$ cat src/rtl/c_fetch_pkg.sv
// Shared state encoding and helpers for the RV32IC fetch sequencer.
package c_fetch_pkg;

  typedef enum logic [1:0] {
    S_FETCH = 2'd0,
    S_WAIT  = 2'd1,
    S_OUT   = 2'd2
  } state_t;

  localparam logic [31:0] NOP_INST = 32'h0000_0013;

  function automatic logic is_c(input logic [15:0] hw);
    return hw[1:0] != 2'b11;
  endfunction

endpackage

$ cat src/rtl/c_fetch_align.sv
// Combinational realignment of one fetched word against the leftover halfword.
// Produces the instruction to emit (if any) and the new halfword buffer contents.
module c_fetch_align
  import c_fetch_pkg::*;
(
  input  logic [31:0] i_rdata,
  input  logic [15:0] i_hw_buf,
  input  logic        i_hw_valid,
  input  logic        i_fpc1,
  output logic        o_emit,
  output logic [31:0] o_inst,
  output logic        o_is_c,
  output logic [15:0] o_hw_buf,
  output logic        o_hw_valid
);

  logic w_lo_c;
  logic w_hi_c;

  assign w_lo_c = is_c(i_rdata[15:0]);
  assign w_hi_c = is_c(i_rdata[31:16]);

  always_comb begin
    o_emit     = 1'b1;
    o_inst     = i_rdata;
    o_is_c     = 1'b0;
    o_hw_buf   = i_rdata[31:16];
    o_hw_valid = 1'b0;
    if (i_hw_valid) begin
      // Buffered low half of a 32-bit instruction; the new upper half stays buffered.
      o_inst     = {i_rdata[15:0], i_hw_buf};
      o_hw_valid = 1'b1;
    end else if (i_fpc1) begin
      // Odd target: only the upper halfword belongs to the stream.
      o_emit     = w_hi_c;
      o_is_c     = w_hi_c;
      o_inst     = {16'h0000, i_rdata[31:16]};
      o_hw_valid = !w_hi_c;
    end else if (w_lo_c) begin
      o_is_c     = 1'b1;
      o_inst     = {16'h0000, i_rdata[15:0]};
      o_hw_valid = 1'b1;
    end
  end

endmodule

$ cat src/rtl/c_fetch_ctrl.sv
// Fetch sequencer: owns the fetch PC, issues word requests, emits one whole
// 16/32-bit instruction per decode handshake without realignment bubbles.
module c_fetch_ctrl #(
  parameter logic [31:0] RESET_PC = 32'h0000_0000,
  parameter logic [31:0] NOP_INST = 32'h0000_0013
) (
  input  logic        clk,
  input  logic        reset,
  input  logic        redirect_i,
  input  logic [31:0] redirect_pc_i,
  output logic        imem_req_o,
  input  logic        imem_gnt_i,
  output logic [31:0] imem_addr_o,
  input  logic        imem_rvalid_i,
  input  logic [31:0] imem_rdata_i,
  output logic        inst_valid_o,
  input  logic        inst_ready_i,
  output logic [31:0] inst_o,
  output logic [31:0] inst_pc_o,
  output logic        inst_is_c_o
);

  import c_fetch_pkg::*;

  state_t      r_state, w_state;
  logic [31:0] r_fpc, w_fpc;
  logic [31:0] r_faddr, w_faddr;
  logic [15:0] r_hw_buf, w_hw_buf;
  logic        r_hw_valid, w_hw_valid;
  logic        r_drop, w_drop;
  logic        r_req, w_req;
  logic        r_inst_valid, w_inst_valid;
  logic [31:0] r_inst, w_inst;
  logic [31:0] r_inst_pc, w_inst_pc;
  logic        r_inst_is_c, w_inst_is_c;

  logic        w_fire;
  logic        w_accept;
  logic        w_al_emit;
  logic [31:0] w_al_inst;
  logic        w_al_is_c;
  logic [15:0] w_al_hw_buf;
  logic        w_al_hw_valid;

  assign w_fire   = r_req & imem_gnt_i;
  assign w_accept = r_inst_valid & inst_ready_i;

  c_fetch_align u_align (
    .i_rdata    (imem_rdata_i),
    .i_hw_buf   (r_hw_buf),
    .i_hw_valid (r_hw_valid),
    .i_fpc1     (r_fpc[1]),
    .o_emit     (w_al_emit),
    .o_inst     (w_al_inst),
    .o_is_c     (w_al_is_c),
    .o_hw_buf   (w_al_hw_buf),
    .o_hw_valid (w_al_hw_valid)
  );

  always_comb begin
    w_state      = r_state;
    w_fpc        = r_fpc;
    w_faddr      = r_faddr;
    w_hw_buf     = r_hw_buf;
    w_hw_valid   = r_hw_valid;
    w_drop       = r_drop;
    w_inst_valid = 1'b0;
    w_inst       = NOP_INST;
    w_inst_pc    = r_inst_pc;
    w_inst_is_c  = 1'b0;

    case (r_state)
      S_FETCH: begin
        if (w_fire) begin
          w_state = S_WAIT;
          w_faddr = r_faddr + 32'd4;
        end
      end
      S_WAIT: begin
        if (imem_rvalid_i) begin
          if (r_drop) begin
            w_drop  = 1'b0;
            w_state = S_FETCH;
          end else begin
            w_hw_buf   = w_al_hw_buf;
            w_hw_valid = w_al_hw_valid;
            if (w_al_emit) begin
              w_state      = S_OUT;
              w_inst_valid = 1'b1;
              w_inst       = w_al_inst;
              w_inst_is_c  = w_al_is_c;
              w_inst_pc    = r_fpc;
            end else begin
              w_state = S_FETCH;
            end
          end
        end
      end
      S_OUT: begin
        if (!w_accept) begin
          w_inst_valid = 1'b1;
          w_inst       = r_inst;
          w_inst_is_c  = r_inst_is_c;
        end else begin
          w_fpc = r_fpc + (r_inst_is_c ? 32'd2 : 32'd4);
          // A compressed leftover goes out next cycle without touching memory.
          if (r_hw_valid && is_c(r_hw_buf)) begin
            w_inst_valid = 1'b1;
            w_inst       = {16'h0000, r_hw_buf};
            w_inst_is_c  = 1'b1;
            w_inst_pc    = w_fpc;
            w_hw_valid   = 1'b0;
          end else begin
            w_state = S_FETCH;
          end
        end
      end
      default: w_state = S_FETCH;
    endcase

    if (redirect_i) begin
      w_fpc        = redirect_pc_i & 32'hFFFF_FFFE;
      w_faddr      = redirect_pc_i & 32'hFFFF_FFFC;
      w_hw_valid   = 1'b0;
      w_inst_valid = 1'b0;
      w_inst       = NOP_INST;
      w_inst_is_c  = 1'b0;
      // A response still in flight must be swallowed before refetching; one
      // arriving this very cycle is already consumed, so nothing is left to drop.
      if ((r_state == S_WAIT && !imem_rvalid_i) || (r_state == S_FETCH && w_fire)) begin
        w_drop  = 1'b1;
        w_state = S_WAIT;
      end else begin
        w_drop  = 1'b0;
        w_state = S_FETCH;
      end
    end

    w_req = (w_state == S_FETCH);
  end

  always_ff @(posedge clk or posedge reset) begin
    if (reset) begin
      r_state      <= S_FETCH;
      r_fpc        <= RESET_PC & 32'hFFFF_FFFE;
      r_faddr      <= RESET_PC & 32'hFFFF_FFFC;
      r_hw_buf     <= 16'h0000;
      r_hw_valid   <= 1'b0;
      r_drop       <= 1'b0;
      r_req        <= 1'b0;
      r_inst_valid <= 1'b0;
      r_inst       <= NOP_INST;
      r_inst_pc    <= RESET_PC;
      r_inst_is_c  <= 1'b0;
    end else begin
      r_state      <= w_state;
      r_fpc        <= w_fpc;
      r_faddr      <= w_faddr;
      r_hw_buf     <= w_hw_buf;
      r_hw_valid   <= w_hw_valid;
      r_drop       <= w_drop;
      r_req        <= w_req;
      r_inst_valid <= w_inst_valid;
      r_inst       <= w_inst;
      r_inst_pc    <= w_inst_pc;
      r_inst_is_c  <= w_inst_is_c;
    end
  end

  assign imem_req_o   = r_req;
  assign imem_addr_o  = r_faddr;
  assign inst_valid_o = r_inst_valid;
  assign inst_o       = r_inst;
  assign inst_pc_o    = r_inst_pc;
  assign inst_is_c_o  = r_inst_is_c;

endmodule
$ cat config.mk
export PLATFORM = sky130hd
export DESIGN_NAME = c_fetch_ctrl
export DESIGN_NICKNAME = d
export VERILOG_FILES = /design/src/rtl/c_fetch_pkg.sv /design/src/rtl/c_fetch_align.sv /design/src/rtl/c_fetch_ctrl.sv
export SDC_FILE = /design/constraint.sdc
export NUM_CORES = 1
export LEC_CHECK = 0
export CAP_MARGIN = 20
export CORE_MARGIN = 4
export CORE_UTILIZATION = 55
export DETAILED_ROUTE_END_ITERATION = 12
export GPL_TIMING_DRIVEN = 0
export PLACE_DENSITY_LB_ADDON = 0.2
export SLEW_MARGIN = 20
export SYNTH_ARGS = -nofsm -noshare
export SYNTH_HDL_FRONTEND = slang
export SYNTH_SLANG_ARGS = --single-unit
$ cat constraint.sdc
create_clock -name clk -period 11.4 [get_ports clk]
set_input_delay 1.14 -clock clk [delete_from_list [all_inputs] [get_ports clk]]
set_output_delay 1.14 -clock clk [all_outputs]
set_load 0.02 [all_outputs]
==> metrics <==
Worst-Margin Slew 0.868 ns; setup tns final 0 ns; register area share after synthesis 46.7%; DRT Pass-1 Iters 7; CP Launch Type input pin; CP Capture Type flip-flop; Fmax 306 MHz; Post-Place Cell Area 0.00979 mm²; detailed-route DRC error count 0; crit path cell chain clkdlybuf4s50_1 -> nand2b_1 -> a21oi_1 -> nand2_1 -> clkbuf_1 -> o21ai_0; All-Layer GR Usage 26.9%; Post-DRT Antenna Nets 0; CTS tree yes; drt first-iter violations 542; Clock Skews 0.00646 ns; ant diodes 0; most frequent cells in the layout 164 x clkdlybuf4s50_1, 144 x dfrtp_1, 134 x nand2_1; WP data arrival 3.60 ns; P&R area growth vs syn 30.6%; clk sink count 147; Hold Fails Final Rpt 0; CP delay by family, top buffers and inverters; synth warn 0; initial antenna violation count 0; Pleak 4.17 nW; commonest non-fill, non-tap cell in the layout clkdlybuf4s50_1; IO Pins 169; status completed; # rows 43; clock insertion delay at the later pin of the skew report 0.43 ns; Final min period 3.27 ns; critical path's slowest cell a21oi_1; first-pass GRT wire length 34,600 µm; TritonCTS buffer count 17; CTS Hold Bufs 0; post-detail-place hpwl 15,600 µm; chip width 128 µm; share of layout cells above drive strength 1 10.3%; Largest stage delay, worst path 0.66 ns; VDD IR max 0.103 mV; Crit path required time 11.74 ns; crit-path max FO 10; Starting Density 56.5%; Slew headroom 41.7%; Final Core Density 73.9%; Hold Path Class reg -> reg; global route overflow 0; Reg clk slew, reported paths 0.06 ns; cell count after synthesis 805; H-tree Lvls 4; Die Y 128 µm; Syn Std Cell Area 0.00788 mm²; largest buffer count on any clock path 2; unrepaired setup endpoints after global routing false; number of gates resized after CTS 0; register area 0.00368 mm²; wire per inst 18.0 µm; Root Buffer clkbuf_16; core area 0.0139 mm²; cell area after layout 0.0103 mm²; total number of vias 6,796; fill count 1,013; largest net degree at the start of global routing 103; crit share post-route 28.7%; endpoints failing setup 0; max cap viols 0; Max Slew Vio Count 0; I/O Buffers 164; Die Area 0.0163 mm²; post-CTS setup buffer count 0; Post-synth EDFFs 0; crit path kind in -> reg; Avg Cell Area, Syn 9.79 µm²; DRT Wirelength 21,300 µm; Async SR Flop Fraction 100%; main flop type after synthesis dfrtp_1; DR vias/cell 5.75; pwr dens 176 mW/mm²; post-synthesis cell type count 63; GP Congestion 0.879; vias in the first global route 6,562; Final #Nets 1,069; multi-input logic area 0.00391 mm²; FF+latch count, synth 147; Worst Hold Slack 0.472 ns; Buf/Inv on CP 2
[metrics by stage]
stage               worst slack (ns)  instances  total power, W
CTS                             8.14       1182         0.00181
global placement                4.31       1151         0.00130
global route                    7.89       1182         0.00190
detailed placement              7.71       1152         0.00132
floorplan                       6.31        807         0.00106
finish                          8.13       1182         0.00181
[cells in the mapped netlist (17+ instances only)]
cell	instances	share of area, %
a21oi_1	19	1.2
mux2_2	46	6.6
clkbuf_1	31	1.5
nor2_1	35	1.7
o21ai_0	50	3.2
mux2i_1	17	2.2
nand4_1	30	2.4
nand2_1	134	6.4
dfrtp_1	144	46
xnor2_1	50	5.6
xor2_1	33	3.7
nand3_1	29	1.8
[area by class of cell]
type	instances	share of cell area (%)
plain buffers	47	2.27
clock buffers	24	4.58
clock inverters	6	0.316
inverters	16	0.656
multi-input cells	597	38.0
flip-flops and latches	147	35.8
well taps	180	2.19
repair buffers	165	16.2
[layer usage]
layer | global-route usage, % | share of wire (%)
met1 | 41.1 | 47
met2 | 38.9 | 43
met3 | 5.71 | 7.6
met4 | 7.62 | 1.6
met5 | 0 | 0
[state kept, by name (all words and copies together), names as in the netlist]
register,flops
imem_addr_o,30
inst_valid_o,1
inst_o,32
inst_is_c_o,1
r_hw_buf,16
r_state,2
r_hw_valid,1
r_drop,1
imem_req_o,1
inst_pc_o,31
r_fpc,31
[worst reg2reg max path: cells and delay by family, from the launching register on]
family / cells / cell delay, ns
flops: 1 / 0.47
xor+xnor: 1 / 0.18
compound gates: 1 / 0.08
buf+inv: 2 / 0.27
fa+ha+maj: 2 / 0.63
simple gates: 3 / 0.97
[final timing paths]
kind	startpoint	endpoint	slack [ns]	cells past startpoint
worst max-delay path	redirect_i	inst_o[26]	8.13	6
worst min-delay path	r_hw_buf[3]	r_hw_buf[3]	0.47	2
worst max register to register	inst_is_c_o	inst_pc_o[25]	8.67	9
worst min register to register	r_hw_buf[3]	r_hw_buf[3]	0.47	2
max in group asynchronous	reset	r_fpc[26]	9.51	3
min in group asynchronous	reset	inst_o[12]	1.10	2
[power breakdown]
group	switching (W)	total (W)	internal (W)
clock	0.000207	0.000491	0.000285
sequential	0.0000865	0.000724	0.000637
combinational	0.000331	0.000593	0.000262
total	0.000624	0.00181	0.00118
[cells by family (layout without fill, tap and decap cells)]
family,after synthesis,count (layout),synth area share [%]
flip-flops,147,147,46.7
multiplexers,63,63,8.73
adder cells (fa/ha/maj),8,8,1.37
XOR/XNOR,83,83,9.23
buffers and inverters,63,258,3.73
other,1,3,0.0476
AND/OR/NAND/NOR,295,295,18.5
AO/OA/AOI/OAI,145,145,11.7
(Power assumes the default switching activity.)
